## src/rtl/sr_cmd_driver.sv

```systemverilog
// Masked SR-bank write driver: turns accepted requests into registered,
// non-overlapping S/R pulses, then reads Q back and reports mismatching bits.
module sr_cmd_driver #(
    parameter int WIDTH         = 8,
    parameter int PULSE_CYCLES  = 2,
    parameter int SETTLE_CYCLES = 1
) (
    input  logic             clk,
    input  logic             reset,
    input  logic             req_valid,
    output logic             req_ready,
    input  logic [WIDTH-1:0] req_data,
    input  logic [WIDTH-1:0] req_mask,
    output logic [WIDTH-1:0] s_out,
    output logic [WIDTH-1:0] r_out,
    input  logic [WIDTH-1:0] q_in,
    output logic             busy,
    output logic             done,
    output logic             err,
    output logic [WIDTH-1:0] err_bits
);

    localparam int MAX_CYCLES = (PULSE_CYCLES > SETTLE_CYCLES) ? PULSE_CYCLES : SETTLE_CYCLES;
    localparam int CW         = (MAX_CYCLES < 2) ? 1 : $clog2(MAX_CYCLES);
    localparam logic [CW-1:0] PULSE_LAST  = CW'(PULSE_CYCLES - 1);
    localparam logic [CW-1:0] SETTLE_LAST = (SETTLE_CYCLES > 0) ? CW'(SETTLE_CYCLES - 1) : '0;

    typedef enum logic [1:0] {
        IDLE,
        PULSE,
        SETTLE,
        CHECK
    } state_t;

    state_t           state, state_next;
    logic [CW-1:0]    cnt, cnt_next;
    logic [WIDTH-1:0] data_q, data_next;
    logic [WIDTH-1:0] mask_q, mask_next;
    logic [WIDTH-1:0] s_next, r_next;
    logic [WIDTH-1:0] err_bits_next;
    logic             done_next, err_next;
    logic [WIDTH-1:0] mismatch;

    assign mismatch  = (q_in ^ data_q) & mask_q;
    assign req_ready = (state == IDLE);
    assign busy      = (state != IDLE);

    // All outputs are registered, so S and R can never glitch into the forbidden state.
    always_ff @(posedge clk or negedge reset) begin
        if (!reset) begin
            state    <= IDLE;
            cnt      <= '0;
            data_q   <= '0;
            mask_q   <= '0;
            s_out    <= '0;
            r_out    <= '0;
            done     <= 1'b0;
            err      <= 1'b0;
            err_bits <= '0;
        end else begin
            state    <= state_next;
            cnt      <= cnt_next;
            data_q   <= data_next;
            mask_q   <= mask_next;
            s_out    <= s_next;
            r_out    <= r_next;
            done     <= done_next;
            err      <= err_next;
            err_bits <= err_bits_next;
        end
    end

    always_comb begin
        state_next    = state;
        cnt_next      = cnt;
        data_next     = data_q;
        mask_next     = mask_q;
        s_next        = '0;
        r_next        = '0;
        done_next     = 1'b0;
        err_next      = 1'b0;
        err_bits_next = err_bits;

        case (state)
            IDLE: begin
                if (req_valid) begin
                    data_next  = req_data;
                    mask_next  = req_mask;
                    s_next     = req_mask & req_data;
                    r_next     = req_mask & ~req_data;
                    cnt_next   = '0;
                    state_next = PULSE;
                end
            end
            PULSE: begin
                // Pulse outputs for the next cycle unless this is the last one.
                if (cnt == PULSE_LAST) begin
                    cnt_next   = '0;
                    state_next = (SETTLE_CYCLES == 0) ? CHECK : SETTLE;
                end else begin
                    cnt_next = cnt + CW'(1);
                    s_next   = mask_q & data_q;
                    r_next   = mask_q & ~data_q;
                end
            end
            SETTLE: begin
                if (cnt == SETTLE_LAST) begin
                    cnt_next   = '0;
                    state_next = CHECK;
                end else begin
                    cnt_next = cnt + CW'(1);
                end
            end
            CHECK: begin
                done_next     = 1'b1;
                err_bits_next = mismatch;
                err_next      = |mismatch;
                state_next    = IDLE;
            end
            default: state_next = IDLE;
        endcase
    end

endmodule

```

## config.mk

```make
export PLATFORM = sky130hd
export DESIGN_NAME = sr_cmd_driver
export DESIGN_NICKNAME = d
export VERILOG_FILES = /design/src/rtl/sr_cmd_driver.sv
export SDC_FILE = /design/constraint.sdc
export NUM_CORES = 1
export LEC_CHECK = 0
export BUFFER_PORTS_ARGS = -buffer_cell sky130_fd_sc_hd__buf_2
export CORE_UTILIZATION = 46
export CTS_CLUSTER_SIZE = 30
export DETAILED_ROUTE_END_ITERATION = 12
export PLACE_DENSITY = 0.82
export SKIP_LAST_GASP = 1
export SYNTH_ARGS = -nofsm -noshare
export SYNTH_HDL_FRONTEND = slang
export SYNTH_SLANG_ARGS = --single-unit
```

## constraint.sdc

```tcl
create_clock -name clk -period 1.9 [get_ports clk]
set_clock_uncertainty 0.2 [all_clocks]
set_input_delay 0.475 -clock clk [delete_from_list [all_inputs] [get_ports clk]]
set_output_delay 0.475 -clock clk [all_outputs]
set_load 0.01 [all_outputs]
```

; Word-level counts from Yosys, hierarchy flattened
; Cells that the tools add are included.
[op_classes]
add_sub_neg = 1
eq_ne = 6
muxes = 16
bitwise_logic = 8
reduce_logical = 7
[ops]
columns = operator, n
row1 = bitwise AND 8 bit, 5
row2 = two-way mux 8 bit, 4
row3 = case mux 8 bit (2 select lines), 2
row4 = inverter 8 bit, 2
row5 = case mux 2 bit (4 select lines), 1
row6 = OR reduction 8 bit, 1
row7 = XOR 8 bit, 1
row8 = two-way mux 2 bit, 3
row9 = "!= test 2 bit, second input constant", 3
row10 = two-way mux 1 bit, 5
row11 = "== test 2 bit, second input constant", 2
row12 = AND reduction 2 bit, 2
row13 = case mux 1 bit (3 select lines), 1
row14 = AND reduction 3 bit, 1
row15 = nonzero test 3 bit, 1
row16 = "== test 2 x 1 -> 1 bit, second input constant", 1
row17 = logical NOT 2 bit, 1
row18 = nonzero test 2 bit, 1
row19 = "adder 1 bit, second input constant", 1
[word_totals]
register_bits = 45
input_bits = 27
output_inout_bits = 28

; Logic depth before layout (Yosys ltp)
; Gate-level depths: netlist of run 1.
[depth]
word_depth = 4
ltp_mapped = 7
depth_no_buf = 5

; Least setup slack after synthesis of run 1
; No wires, ideal clock.
[synth_timing]
path_type = flip-flop to flip-flop
startpoint = register state[1]
endpoint = register state[1]
setup_time_ns = 0.125
arrival_ns = 1.425
required_time_ns = 1.575
slack_ns = 0.150
stages_incl_launch_ff = 7
n_path_buf = 1
period_less_slack_ns = 1.750
cell_sequence = dfrtp_1 inv_1 ha_1 nor2b_1 buf_6 a211o_1 mux2_4
[synth_via]
elab_chain_cells = 3
word_cells_on_any_way = 9
[synth_rtl]
columns = item, line
row1 = "start, declared", 35  ; state_t state, state_next;
row2 = "start signal, assigned", 61  ; state <= state_next;
row3 = "== test 2 bit, or another cell as far along", 84  ; case (state)
row4 = != test 2 bit (no source line), -
row5 = AND reduction 3 bit (no source line), -
; Parallel ways exist; a longest one is shown, timed or not.
; A chain may end at the register's enable or synchronous reset.

; Worst setup path in the final report of run 1
[layout_timing]
startpoint = register state[1]
endpoint = output busy
[layout_via]
elab_chain_cells = 1
[layout_rtl]
columns = item, line
row1 = nonzero test 2 bit, 46  ; assign busy = (state != IDLE);
row2 = "end, declared", 17  ; output logic busy,
; No other way between the ends.

==> run metrics, run 1 <==
outcome complete, but fails checks; failing checks design-rule violations; Syn. warnings 0; CP Max Fanout 5; CP max stage cell dfrtp_1; hpwl dp 2711 um; Post-synth EDFFs 0; hold_ws 0.1771 ns; Layout area overhead 25.88%; Inserted Diodes 0; number of nets in the layout 291; RD Place Congestion 0.7985; critical path arrival 1.16 ns; total of flip-flops plus latches after synthesis 45; Die Y 66.43 um; CP bufs+invs 3; largest net degree at the start of global routing 29; distinct cell type count after synthesis 20; max_cap viols 0; leakage power 1.323 nW; placed cells 300; detailed-route wire length per cell 12.09 um; first-pass GRT wire length 6320 um; TritonCTS Buffers 5; area of the core 0.004000 mm^2; Final Critical Period 1.835 ns; WS Path Type flop to primary output; worst vdd ir 755.7 uV; Syn Std Cell Area 0.001909 mm^2; Starting Density 47.73%; Tcrit/Tclk final 96.60%; Worst Slack Setup Final 0.06462 ns; CP most frequent cell inv_1; initial antenna violation count 0; Critical Path RT 1.22 ns; vias 1525; CP Launch Type flop; initial DRC count 129; Root Buffer clkbuf_8; RSZ-0062 raised after global routing false; die area 0.004412 mm^2; clock buffer depth 2; Tot GR Track Use 19.84%; gr ovfl total 0; worst-margin pin slew 0.4339 ns; async set-reset flop share out of synthesis 100.0%; WL final 3749 um; synthesized net count 230; syn_area_per_cell 9.643 um^2; Ports 55; DRC 2; top_reg_cell synth dfrtp_1; Reg clk slew, reported paths 0.08 ns; DP Worst Slack 0.06309 ns; count of final setup violators 0; Avg Vias per Cell 4.919; fin util 60.09%; share of layout cells above drive strength 1 27.31%; clock sinks 45; Hold WC Path Type input pin to flop; post-synthesis instance total 198; fmax 544.8 MHz; die width 66.43 um; Max stage delay on crit path 0.39 ns; DRT Pass-1 Iters 8; PortBufs 54; Final ANT Viol Nets 0; critical path capture point type primary output; post-route insts no fill 310; TritonCTS clock tree yes; CP cell instances inv_1 -> ha_4 -> inv_1 -> buf_2; post-synthesis sequential area ratio 58.98%; final hold violation count 0; max_slew headroom 71.07%; cell area power density 1527 mW/mm^2; num rows 23; CTS H-tree lvls 2; CP top delay family flip-flops; Fill cells 360; vias in the first global route 1402; max-slew violations 0; clk_lat worst skew 0.30 ns; Fin Setup TNS 0 ns
[layout make-up]
type	count	area, um^2	share of cell area (%)
Clock buffer	7	86.33	3.592
Clock inverter	1	30.03	1.249
Inverter	12	45.04	1.874
Multi-Input combinational cell	133	708.2	29.46
Sequential cell	45	1126	46.85
Tap cell	50	62.56	2.603
Timing Repair Buffer	62	345.3	14.37
[cells in the mapped netlist, types with 2 or more instances]
| master | number | area (um^2) |
|---|---|---|
| inv_1 | 12 | 45.04 |
| dfrtp_1 | 45 | 1126 |
| buf_2 | 4 | 20.02 |
| a22oi_1 | 4 | 30.03 |
| nand2_1 | 66 | 247.7 |
| ha_1 | 5 | 62.56 |
| o21ai_0 | 9 | 45.04 |
| clkbuf_1 | 3 | 11.26 |
| xor2_1 | 8 | 70.07 |
| nor2b_1 | 2 | 12.51 |
| o22ai_1 | 8 | 50.05 |
| nand3_1 | 24 | 120.1 |
[power breakdown]
part / switching [W] / internal, W
combinational: 0.000782 / 0.000578
clock: 0.000308 / 0.000429
sequential: 0.000260 / 0.00131
total: 0.00135 / 0.00232
[cells by family (layout without fill, tap and decap cells)]
logic type / count (synthesis) / count (layout) / share of synthesized area [%]
AND/OR/NAND/NOR: 94 / 94 / 20.58
flip-flops: 45 / 45 / 58.98
AO/OA/AOI/OAI: 25 / 25 / 8.126
buffers and inverters: 20 / 82 / 4.587
XOR/XNOR: 8 / 8 / 3.670
adder cells (fa/ha/maj): 5 / 5 / 3.277
multiplexers: 1 / 1 / 0.7861
[flip-flops by register name (all words and copies together) (netlist names)]
name and flops:
done 1, state 2, s_out 8, data_q 8, err 1, cnt 1, r_out 8, mask_q 8
err_bits 8
[per-layer routing]
| layer | track usage, % | share of wire [%] | vias to the layer above |
|---|---|---|---|
| li1 | - | - | 770 |
| met1 | 23.71 | 44 | 710 |
| met2 | 34.06 | 50 | 40 |
| met3 | 5.862 | 4.7 | 5 |
| met4 | 6.383 | 1.5 | 0 |
| met5 | 0 | 0 | - |
[final timing paths]
kind | from | endpoint | slack, ns | cells past startpoint
worst max-delay path | state[1] | busy | 0.06 | 4
max in group asynchronous | reset | state[0] | 0.58 | 3
min in group asynchronous | reset | data_q[5] | 0.44 | 2
worst max register to register | state[1] | state[1] | 0.13 | 5
worst min register to register | err_bits[5] | err_bits[5] | 0.33 | 2
worst min-delay path | req_data[5] | r_out[5] | 0.18 | 2
[cell usage in the layout, fill, tap and decap left out, types with 4 or more instances in the layout]
cell type	count
a22oi_1	4
buf_2	54
buf_4	6
clkbuf_8	6
dfrtp_1	45
ha_1	4
inv_1	11
nand2_1	66
nand3_1	24
o21ai_0	9
o22ai_1	8
xor2_1	8
[through the flow]
step	instance area [um^2]	power (W)
after floorplan	1909	0.002435
after global placement	2257	0.002851
after detailed placement	2257	0.002919
after CTS	2394	0.003680
after global routing	2404	0.003972
final	2404	0.003670
[what timing repair did]
action,in CTS,in global routing
endpoints found under the hold margin,17,0
gates resized for setup,2,1
endpoints found under the setup margin,2,3
setup buffers,1,0
hold buffers,1,0
Power figures use the tool's default switching activity.
==> run 2: changes to the inputs <==
==> constraint.sdc (replaced) <==
create_clock -name clk -period 1.9 [get_ports clk]
set_clock_uncertainty 0.2 [all_clocks]
set_input_delay 0.38 -clock clk [delete_from_list [all_inputs] [get_ports clk]]
set_output_delay 0.38 -clock clk [all_outputs]
set_load 0.01 [all_outputs]
==> run 2 against run 1 <==
Critical path depth unchanged. Combinational power is 4% lower. Clock power is essentially flat. Critical path type unchanged. First-iteration DRC count is 19% lower. Highest routed layer unchanged. Critical endpoint unchanged. Count of clock-buffer cells in the layout unchanged. Sequential power barely moved. Final area is 0.73% lower. The flow still finishes with violations (design-rule violations). Register-to-register slack lost 0.02 ns.
==> run metrics, run 2 (synthesis gave the netlist of run 1 again) <==
cell area power density 1520 mW/mm^2; CP Max Fanout 5; Switching Share 36.74%; Fin Setup TNS 0 ns; TritonCTS clock tree yes; fmax 545.0 MHz; detailed-route wire length per cell 12.13 um; combinational power share 35.8%; clock sinks 45; Reg clk slew, reported paths 0.08 ns; hpwl dp 2701 um; Pint 0.002294 W; Hold WC Path Type input pin to flop; Tcrit/Tclk final 96.57%; Root Buffer clkbuf_8; CTS H-tree lvls 2; r2r endpoint state[1]; count of final setup violators 0; Avg Vias per Cell 5.016; Final ANT Viol Nets 0; max_slew headroom 71.21%; critical path arrival 1.25 ns; Final Critical Period 1.835 ns; first-pass GRT wire length 6120 um; Die Y 66.43 um; placed cells 300; commonest cells after routing, fill and taps aside nand2_1, buf_2, dfrtp_1, nand3_1, inv_1; CP Launch Type flop; Tot GR Track Use 19.30%; outcome complete, but fails checks; worst-margin pin slew 0.4318 ns; Layout area overhead 24.97%; Ports 55; max_cap viols 0; WL final 3749 um; r2r startpoint state[0]; initial antenna violation count 0; RSZ-0062 raised after global routing false; RD Place Congestion 0.8018; max-slew violations 0; initial DRC count 104; share of layout cells above drive strength 1 26.64%; post-route insts no fill 309; Hold Crit Start req_data[5]; final hold violation count 0; failing checks design-rule violations; Finished Cell Area 0.002386 mm^2; largest net degree at the start of global routing 29; commonest non-fill, non-tap cell in the layout nand2_1; fin util 59.65%; die area 0.004412 mm^2; internal reg-to-reg setup slack 0.11 ns; Critical Path RT 1.32 ns; worst vdd ir 699.7 uV; WS Path Type flop to primary output; cell count of the worst reg-to-reg path 5; TritonCTS Buffers 5; DRC 2; num rows 23; number of nets in the layout 290; clock buffer depth 2; switching power 0.001332 W; Inserted Diodes 0; register share of total power 43.9%; clk_lat worst skew 0.30 ns; area of the core 0.004000 mm^2; vias 1550; hold_ws 0.07718 ns; dpl cell area 0.002257 mm^2; WHS Path Cells 2; DRT Pass-1 Iters 8; leakage power 1.319 nW; critical path capture point type primary output; Hold Path End r_out[5]; vias in the first global route 1408; Clk pwr share 20.3%; die width 66.43 um; PortBufs 54; gr ovfl total 0; Starting Density 47.73%
-- run 2: changes by cell type in the layout (fill, tap and decap cells not counted) --
| cell | change |
|---|---|
| inv_2 | -1 |
| inv_1 | +1 |
| buf_4 | -1 |
| nor2b_1 | -1 |
| nor2b_2 | +1 |
| ha_4 | -1 |
| ha_1 | +1 |
-- run 2: area by class of cell --
cell class | count | area [um^2]
fillers | 350 | 1614
flip-flops and latches | 45 | 1126
multi-input cells | 133 | 698.2
repair buffers | 61 | 337.8
clock buffers | 7 | 86.33
well taps | 50 | 62.56
inverters | 12 | 45.04
clock inverters | 1 | 30.03
-- run 2: stage by stage --
| stage | total power [W] | setup WS, ns |
|---|---|---|
| after global placement | 0.002852 | 0.1711 |
| final | 0.003626 | 0.06512 |
| after CTS | 0.003651 | 0.04977 |
| after global routing | 0.003911 | 0.001234 |
| after detailed placement | 0.002911 | 0.09142 |
| after floorplan | 0.002435 | 0.1500 |
-- run 2: metal layers --
layer | track usage (%) | wire [um]
met1 | 23.29 | 1704
met2 | 31.25 | 1767
met3 | 4.310 | 169
met4 | 11.70 | 107
met5 | 0 | 0
-- run 2: power by group through the flow --
stage | Sequential (W) | Combinational (W) | Clock, W
after floorplan | 0.00165 | 0.000789 | 0
after global placement | 0.00158 | 0.00127 | 0
after detailed placement | 0.00160 | 0.00131 | 0
after CTS | 0.00159 | 0.00131 | 0.000751
after global routing | 0.00164 | 0.00148 | 0.000797
final | 0.00159 | 0.00130 | 0.000738
-- run 2: how the worst max path moves through the flow --
stage / startpoint / slack [ns] / end / cells past startpoint
4_1_cts: state[0] / 0.05 / busy / 4
2_1_floorplan: state[1] / 0.15 / state[1] / 6
3_3_place_gp: state[0] / 0.17 / state[1] / 5
6_report: state[0] / 0.07 / busy / 4
3_5_place_dp: state[0] / 0.09 / state[1] / 5
5_1_grt: state[0] / 0.001 / busy / 4
-- run 2: critical path, stage by stage (launching register included) --
cell,delay (ns)
dfrtp_1,0.41
inv_1,0.13
ha_1,0.24
inv_1,0.05
buf_2,0.13
-- run 2: what timing repair did --
item                                   CTS  global route
hold buffers                             1             0
buffers inserted                         0             0
setup endpoints to repair                0             2
gates resized for setup                  0             1
endpoints found under the hold margin   17             0
